File: src/rtl/regfile_wb_arbiter.sv
`default_nettype none
// ============================================================================
//  Module   : regfile_wb_arbiter
//  Purpose  : Arbitrates the single register-file write port between the
//             pipeline write-back stage and a multi-cycle unit (divider/load).
//             Multi-cycle results that lose arbitration wait in a 2-entry FIFO.
//             A newer pipeline write to the same register kills any older
//             buffered result, so the pipeline value is never overwritten.
//  Macro    : WB_STARVE_GUARD_EN - when defined, a buffered head that has been
//             blocked STARVE_LIMIT cycles takes the port and raises stall_req.
//  Ports    : clk, rst (async, active-low)
//             pipe_we/pipe_waddr/pipe_wdata   pipeline write-back request
//             mc_valid/mc_waddr/mc_wdata      multi-cycle result, mc_ready back
//             rf_we/rf_waddr/rf_wdata         register-file write port
//             mc_pending                      live result still buffered
//             stall_req                       hold pipeline write-back one cycle
//  Revision : 1.0 - initial release
// ============================================================================
module regfile_wb_arbiter #(
   parameter int STARVE_LIMIT = 4
) (
   input  logic        clk,
   input  logic        rst,
   input  logic        pipe_we,
   input  logic [4:0]  pipe_waddr,
   input  logic [31:0] pipe_wdata,
   input  logic        mc_valid,
   input  logic [4:0]  mc_waddr,
   input  logic [31:0] mc_wdata,
   output logic        mc_ready,
   output logic        rf_we,
   output logic [4:0]  rf_waddr,
   output logic [31:0] rf_wdata,
   output logic        mc_pending,
   output logic        stall_req
);

   localparam logic [1:0] c_DEPTH = 2'd2;

   // The guard counter is 4 bits wide, so only 1..15 is meaningful.
   if (STARVE_LIMIT < 1 || STARVE_LIMIT > 15) begin : g_limit_check
      $error("regfile_wb_arbiter: STARVE_LIMIT must be in 1..15");
   end

   logic [4:0]  r_addr [2];
   logic [31:0] r_data [2];
   logic [1:0]  r_live;
   logic        r_head;
   logic        r_tail;
   logic [1:0]  r_count;

   logic w_pipe_eff;
   logic w_mc_eff;
   logic w_empty;
   logic w_head_live;
   logic w_guard;
   logic w_sel_pipe;
   logic w_sel_head;
   logic w_sel_byp;
   logic w_pop;
   logic w_push;
   logic w_push_live;

   assign w_pipe_eff  = pipe_we && (pipe_waddr != 5'd0);
   assign w_mc_eff    = mc_valid && (mc_waddr != 5'd0);
   assign w_empty     = (r_count == 2'd0);
   assign w_head_live = !w_empty && r_live[r_head];
   assign mc_ready    = (r_count < c_DEPTH);

`ifdef WB_STARVE_GUARD_EN
   localparam logic [3:0] c_LIMIT = 4'(STARVE_LIMIT);

   logic [3:0] r_starve;

   assign w_guard = rst && w_head_live && (r_starve == c_LIMIT);

   // Counts cycles the live head loses to the pipe; any head grant or a
   // missing live head restarts the count.
   always_ff @(posedge clk or negedge rst) begin
      if (!rst) begin
         r_starve <= 4'd0;
      end else if (!w_head_live || w_sel_head) begin
         r_starve <= 4'd0;
      end else if (w_sel_pipe) begin
         r_starve <= r_starve + 4'd1;
      end
   end
`else
   assign w_guard = 1'b0;
`endif

   assign stall_req = w_guard;

   // Grant priority: guard, pipe, live head, direct bypass. All grants are
   // gated by rst so nothing reaches the register file while in reset.
   assign w_sel_head = w_guard || (rst && !w_pipe_eff && w_head_live);
   assign w_sel_pipe = rst && !w_guard && w_pipe_eff;
   assign w_sel_byp  = rst && !w_guard && !w_pipe_eff && w_empty && w_mc_eff;

   always_comb begin
      rf_we    = 1'b0;
      rf_waddr = 5'd0;
      rf_wdata = 32'd0;
      if (w_sel_head) begin
         rf_we    = 1'b1;
         rf_waddr = r_addr[r_head];
         rf_wdata = r_data[r_head];
      end else if (w_sel_pipe) begin
         rf_we    = 1'b1;
         rf_waddr = pipe_waddr;
         rf_wdata = pipe_wdata;
      end else if (w_sel_byp) begin
         rf_we    = 1'b1;
         rf_waddr = mc_waddr;
         rf_wdata = mc_wdata;
      end
   end

   // A dead head needs no port, so it drains on any cycle.
   assign w_pop  = !w_empty && (w_sel_head || !r_live[r_head]);
   // Address-0 handshakes and bypassed results never enter the FIFO.
   assign w_push = mc_valid && mc_ready && (mc_waddr != 5'd0) && !w_sel_byp;
   // A result arriving alongside a same-address pipe write is already stale.
   assign w_push_live = !(w_sel_pipe && (mc_waddr == pipe_waddr));

   always_ff @(posedge clk or negedge rst) begin
      if (!rst) begin
         r_head  <= 1'b0;
         r_tail  <= 1'b0;
         r_count <= 2'd0;
         r_live  <= 2'b00;
         for (int i = 0; i < 2; i++) begin
            r_addr[i] <= 5'd0;
            r_data[i] <= 32'd0;
         end
      end else begin
         // WAW kill: a granted pipe write supersedes buffered results.
         // Stale slots may match too; their live bit is already clear.
         for (int i = 0; i < 2; i++) begin
            if (w_sel_pipe && (r_addr[i] == pipe_waddr)) begin
               r_live[i] <= 1'b0;
            end
         end
         if (w_pop) begin
            r_live[r_head] <= 1'b0;
            r_head         <= ~r_head;
         end
         // Push and pop never share a slot: pop needs count>=1 and push
         // needs count<=1, so they target different entries.
         if (w_push) begin
            r_addr[r_tail] <= mc_waddr;
            r_data[r_tail] <= mc_wdata;
            r_live[r_tail] <= w_push_live;
            r_tail         <= ~r_tail;
         end
         r_count <= r_count + {1'b0, w_push} - {1'b0, w_pop};
      end
   end

   // Popped slots have their live bit cleared, so live implies buffered.
   assign mc_pending = |r_live;

endmodule
`default_nettype wire

File: config.mk
export PLATFORM = sky130hd
export DESIGN_NAME = regfile_wb_arbiter
export DESIGN_NICKNAME = d
export VERILOG_FILES = /design/src/rtl/regfile_wb_arbiter.sv
export SDC_FILE = /design/constraint.sdc
export NUM_CORES = 1
export LEC_CHECK = 0
export ABC_AREA = 1
export ABC_CLOCK_PERIOD_IN_PS = 2900
export BUFFER_PORTS_ARGS = -buffer_cell sky130_fd_sc_hd__buf_2
export CAP_MARGIN = 20
export CORE_MARGIN = 2
export CORE_UTILIZATION = 45
export DETAILED_ROUTE_END_ITERATION = 8
export PLACE_DENSITY = 0.71
export SLEW_MARGIN = 15
export SYNTH_ARGS = -nofsm -noshare
export SYNTH_HDL_FRONTEND = slang
export SYNTH_SLANG_ARGS = --single-unit
File: constraint.sdc
create_clock -name clk -period 2.9 [get_ports clk]
set_input_delay 0.29 -clock clk [delete_from_list [all_inputs] [get_ports clk]]
set_output_delay 0.29 -clock clk [all_outputs]
set_load 0.1 [all_outputs]
Word-level counts from Yosys, hierarchy flattened
Index checks and enable logic that the tools add are counted.
Storage, ports and cells
  register bits after elaboration: 80
  bits of input ports: 78
  output and inout bits: 41
  word-level logic and storage cells: 87
Operators by class
  add/subtract/negate cells: 2
  order comparisons: 8
  equal/unequal tests: 3
  multiplexer cells: 32
  bitwise operators: 6
  reductions and logical operators: 28
Operators by type and width (count)
  32-bit 2-to-1 mux: 7
  64-bit bitwise mux: 1
  5-bit 2-to-1 mux: 7
  32-bit demux with 1-bit select: 1
  1-bit logical AND: 18
  5-bit == test: 3
  10-bit bitwise mux: 1
  5-bit nonzero test: 2
  1-bit 2-to-1 mux: 9
  5-bit demux with 1-bit select: 1
  1-bit logical NOT: 5
  2-bit greater-or-equal comparator, second input constant: 2
  1-bit by 2-bit less-than comparator with 1-bit output, second input constant: 2
  2-bit 2-to-1 mux: 2
  1-bit NOT with 2-bit output: 2
  2-bit by 1-bit adder with 2-bit output: 1
  2-bit bitwise AND: 1
  2-bit bitwise mux: 1
  1-bit demux with 1-bit select: 2
  1-bit greater-or-equal comparator, second input constant: 2
  2-bit logical NOT: 1
  2-bit by 1-bit less-than comparator with 1-bit output, second input constant: 1
  2-bit less-than comparator, second input constant: 1
  1-bit NOT: 2
  4 further kinds: 4

Depth between registers and ports, before layout
  depth after elaboration: 10
  gate-level depth with buffers: 13
  gate-level depth less buffers: 12

Least setup slack after synthesis
Ideal clock, no wire load.
  kind: register -> output
  start: reg r_count[1]
  end: out rf_waddr[1]
  arrival time: 2.492 ns
  path slack: 0.118 ns
  cell stages (with the launch flop): 6
  buffers on the path: 0
  path through: dfrtp_1 nor2_1 inv_1 nor2_8 nand2_8 o221ai_1
Between the ends
  cells in the longest elaborated chain, start to end: 6
Ends and longest elaborated chain
  start: declaration: RTL line 50  | logic [1:0] r_count;
  start signal: assignment: RTL line 156  | r_count <= r_count + {1'b0, w_push} - {1'b0, w_pop};
  2-bit logical NOT *: RTL line 66  | assign w_empty = (r_count == 2'd0);
  1-bit logical AND (2 in a row): RTL line 98  | assign w_sel_byp = rst && !w_guard && !w_pipe_eff && w_empty && w_mc_eff;
  5-bit 2-to-1 mux: RTL line 112  | end else if (w_sel_byp) begin
  5-bit 2-to-1 mux: RTL line 108  | end else if (w_sel_pipe) begin
  5-bit 2-to-1 mux *: RTL line 104  | if (w_sel_head) begin
  end: declaration: RTL line 32  | output logic [4:0] rf_waddr,
Mark *: on every way between the ends. The rest lies on a longest branch, timed or not.

Final worst setup path
  start: reg r_head
  end: out rf_wdata[30]
Between the ends
  cells in the longest elaborated chain, start to end: 5
Ends and longest elaborated chain
  start: declaration: RTL line 48  | logic r_head;
  start signal: assignment: RTL line 146  | r_head <= ~r_head;
  1-bit NOT with 2-bit output (not written as such) / 1-bit 2-to-1 mux (equally long branches): RTL line 107, 67
  32-bit 2-to-1 mux (not written as such) / 1-bit 2-to-1 mux (equally long branches): RTL line 107, 67
  32-bit 2-to-1 mux (not written as such) / 1-bit logical AND (equally long branches): RTL line 107, 67
  32-bit 2-to-1 mux (not written as such) / 1-bit logical AND (equally long branches): RTL line 107, 96
  32-bit 2-to-1 mux *: RTL line 104
  end: declaration: RTL line 33  | output logic [31:0] rf_wdata,
Mark *: on every way between the ends. The rest lies on a longest branch, timed or not. The select of a mux whose other input is x is not followed.

==> impl_metrics.json <==
{
  "status": "completed",
  "r2r_start": "r_count[1]",
  "synth.area.top_cells": "dfrtp_1 (43%), nand2_1 (22%), nand3_1 (8.1%), o21ai_0 (5.6%), inv_1 (4.0%)",
  "holdCritPathClass": "in2reg",
  "arrival_ns": 2.27,
  "min_period_ns": 2.56,
  "synthMostInstantiatedCell": "nand2_1",
  "io_buffers": 117,
  "syn-num-nets": 730,
  "area_delta_synth_final_pct": 30.5,
  "cts_buffers": 9,
  "drt-total-wl_mm": 12.0,
  "ys_seq_area_frac": 0.431,
  "wl_per_cell_microns": 13.5,
  "clock.fmax_ghz": 0.390,
  "rsz0062_at_grt": "false",
  "cts.reportedPaths.clkPinSlew_ns": 0.09,
  "path_max_fanout": 34,
  "drc": 0,
  "insertion_delay_ns": 0.35,
  "utilization": 0.595,
  "ctsHoldBuffers": 0,
  "ir_worst_vdd_mv": 0.413,
  "dp_cells": 872,
  "initial_core_util": 0.456,
  "required_ns": 2.61,
  "grt_pass1_wl_mm": 20.2,
  "clockBufferDepth": 2,
  "drive_gt1_frac": 0.231,
  "async_flop_share": 1.00,
  "antennaDiodeCount": 0,
  "tritoncts": "yes",
  "synth_top_area_cell": "dfrtp_1",
  "core-area_sq_um": 10200,
  "worstSetupPathType": "reg2out",
  "ys_ff_latch": 80,
  "firstDrtPassIters": 5,
  "synth_cells": 651,
  "cp-startpoint": "r_head",
  "post_cts_resized": 0,
  "synth_flop_cell": "dfrtp_1",
  "die_w_microns": 106,
  "end_kind": "output port",
  "ant_nets": 0,
  "yosysUniqueCellTypes": 31,
  "final-max-slew-violation-count": 0,
  "power.leakage_nw": 3.01,
  "layout.nets": 826,
  "cts_root_buf": "clkbuf_8",
  "fin_crit_sh": 0.883,
  "ioPinCount": 119,
  "num_rows": 37,
  "avgSynthCellArea_sq_um": 7.14,
  "cts.sinks": 80,
  "yosys_warnings": 0,
  "skew_ns": 0.00891,
  "grt_antenna_before_repair": 0,
  "dieArea_sq_um": 11200,
  "synth_edf_count": 0,
  "crit_path_start_kind": "flip-flop",
  "track_usage": 0.221,
  "maxSlewHeadroom": 0.339,
  "post_cts_buffers": 0,
  "worst_pin_slew_ns": 0.992,
  "netlist_area_sq_um": 4650,
  "ctsHtreeMaxLevel": 3,
  "power_w": 0.00582,
  "dp_hpwl_mm": 8.36,
  "synth.top_cell.area_share": 0.431,
  "first_iter_violations": 339,
  "final-hold-violation-count": 0,
  "synth_common_cells": "nand2_1 (278), dfrtp_1 (80), nand3_1 (75)",
  "final_cells": 888,
  "setup_viol": 0,
  "die-height_microns": 106,
  "vias": 4523,
  "globalplace.congestion": 1.00,
  "p_per_area_nw_per_um2": 960,
  "grt_start_max_net_pins": 82,
  "hp-start": "mc_wdata[12]",
  "tns_ns": 0,
  "grt_pass1_vias": 4338,
  "viasPerCell": 5.09,
  "grt_overflow_total": 0,
  "fillers": 916,
  "maxCapViolCount": 0
}
metrics by stage:
step | hold WS (ns) | area, sq um | worst slack [ns]
3_3_place_gp | 0.461 | 5840 | 0.563
4_1_cts | 0.146 | 6060 | 0.352
3_5_place_dp | 0.465 | 5860 | 0.641
2_1_floorplan | -0.00559 | 4650 | 0.118
6_report | 0.159 | 6060 | 0.338
5_1_grt | 0.160 | 6060 | 0.219
kinds of logic (layout without fill, tap and decap cells):
kind of cell    Yosys count  count (layout)  synth area share
simple gates            377             377             0.346
other cells               1               1          0.000807
fa+ha+maj                 1               1           0.00269
xor+xnor                 13              13            0.0245
compound gates           85              85             0.103
flops                    80              80             0.431
buf+inv                  94             195            0.0921
where the power goes:
group	switching, W	internal [W]	total (W)	leakage [nW]
registers	0.000259	0.00164	0.00190	0.992
clock network	0.000434	0.000408	0.000842	0.102
logic	0.00208	0.000999	0.00308	1.92
total	0.00277	0.00305	0.00582	3.01
flip-flops by register name (all words and copies together) (netlist names):
| name | flops |
|---|---|
| r_data | 64 |
| r_live | 2 |
| r_head | 1 |
| r_tail | 1 |
| r_count | 2 |
| r_addr | 10 |
placed cells by master (no fill, tap or decap), types with 7 or more instances in the layout:
master      n
o21ai_1    13
inv_1      49
clkbuf_8    9
nand2_1   278
dfrtp_1    79
xnor2_1    10
nand2_2     7
nand3_1    75
buf_2      78
o21ai_0    52
o21ai_2    10
buf_12     41
worst max-delay path, stage by stage, from the launching register on:
cell	delay, ns
dfrtp_2	0.43
o21ai_0	0.33
nand2_1	0.11
nor2_2	0.30
buf_12	0.25
o211ai_1	0.14
nand3_1	0.16
buf_12	0.19
worst paths after layout:
kind	end	slack (ns)	depth (start not counted)
worst max-delay path	rf_wdata[30]	0.34	7
worst min-delay path	r_data[12]	0.16	3
worst max register to register	r_data[30]	0.90	7
worst min register to register	r_data[28]	0.48	2
max in group asynchronous	r_head	1.99	2
min in group asynchronous	r_addr[3]	0.23	2
cell type report:
type	count	area [sq um]	area share
repair buffers	124	1250	0.206
inverters	55	211	0.0349
clock buffers	9	124	0.0204
clock inverters	7	80.1	0.0132
flip-flops and latches	80	2000	0.330
well taps	136	170	0.0281
multi-input cells	477	2230	0.367
per-layer routing:
layer | GRT usage | wire length, microns | vias up
li1 | - | - | 2240
met1 | 0.294 | 4910 | 2074
met2 | 0.360 | 5790 | 196
met3 | 0.0433 | 1130 | 13
met4 | 0.0818 | 142 | 0
met5 | 0 | 0 | -
No activity file was read; power rests on OpenSTA's default activity.
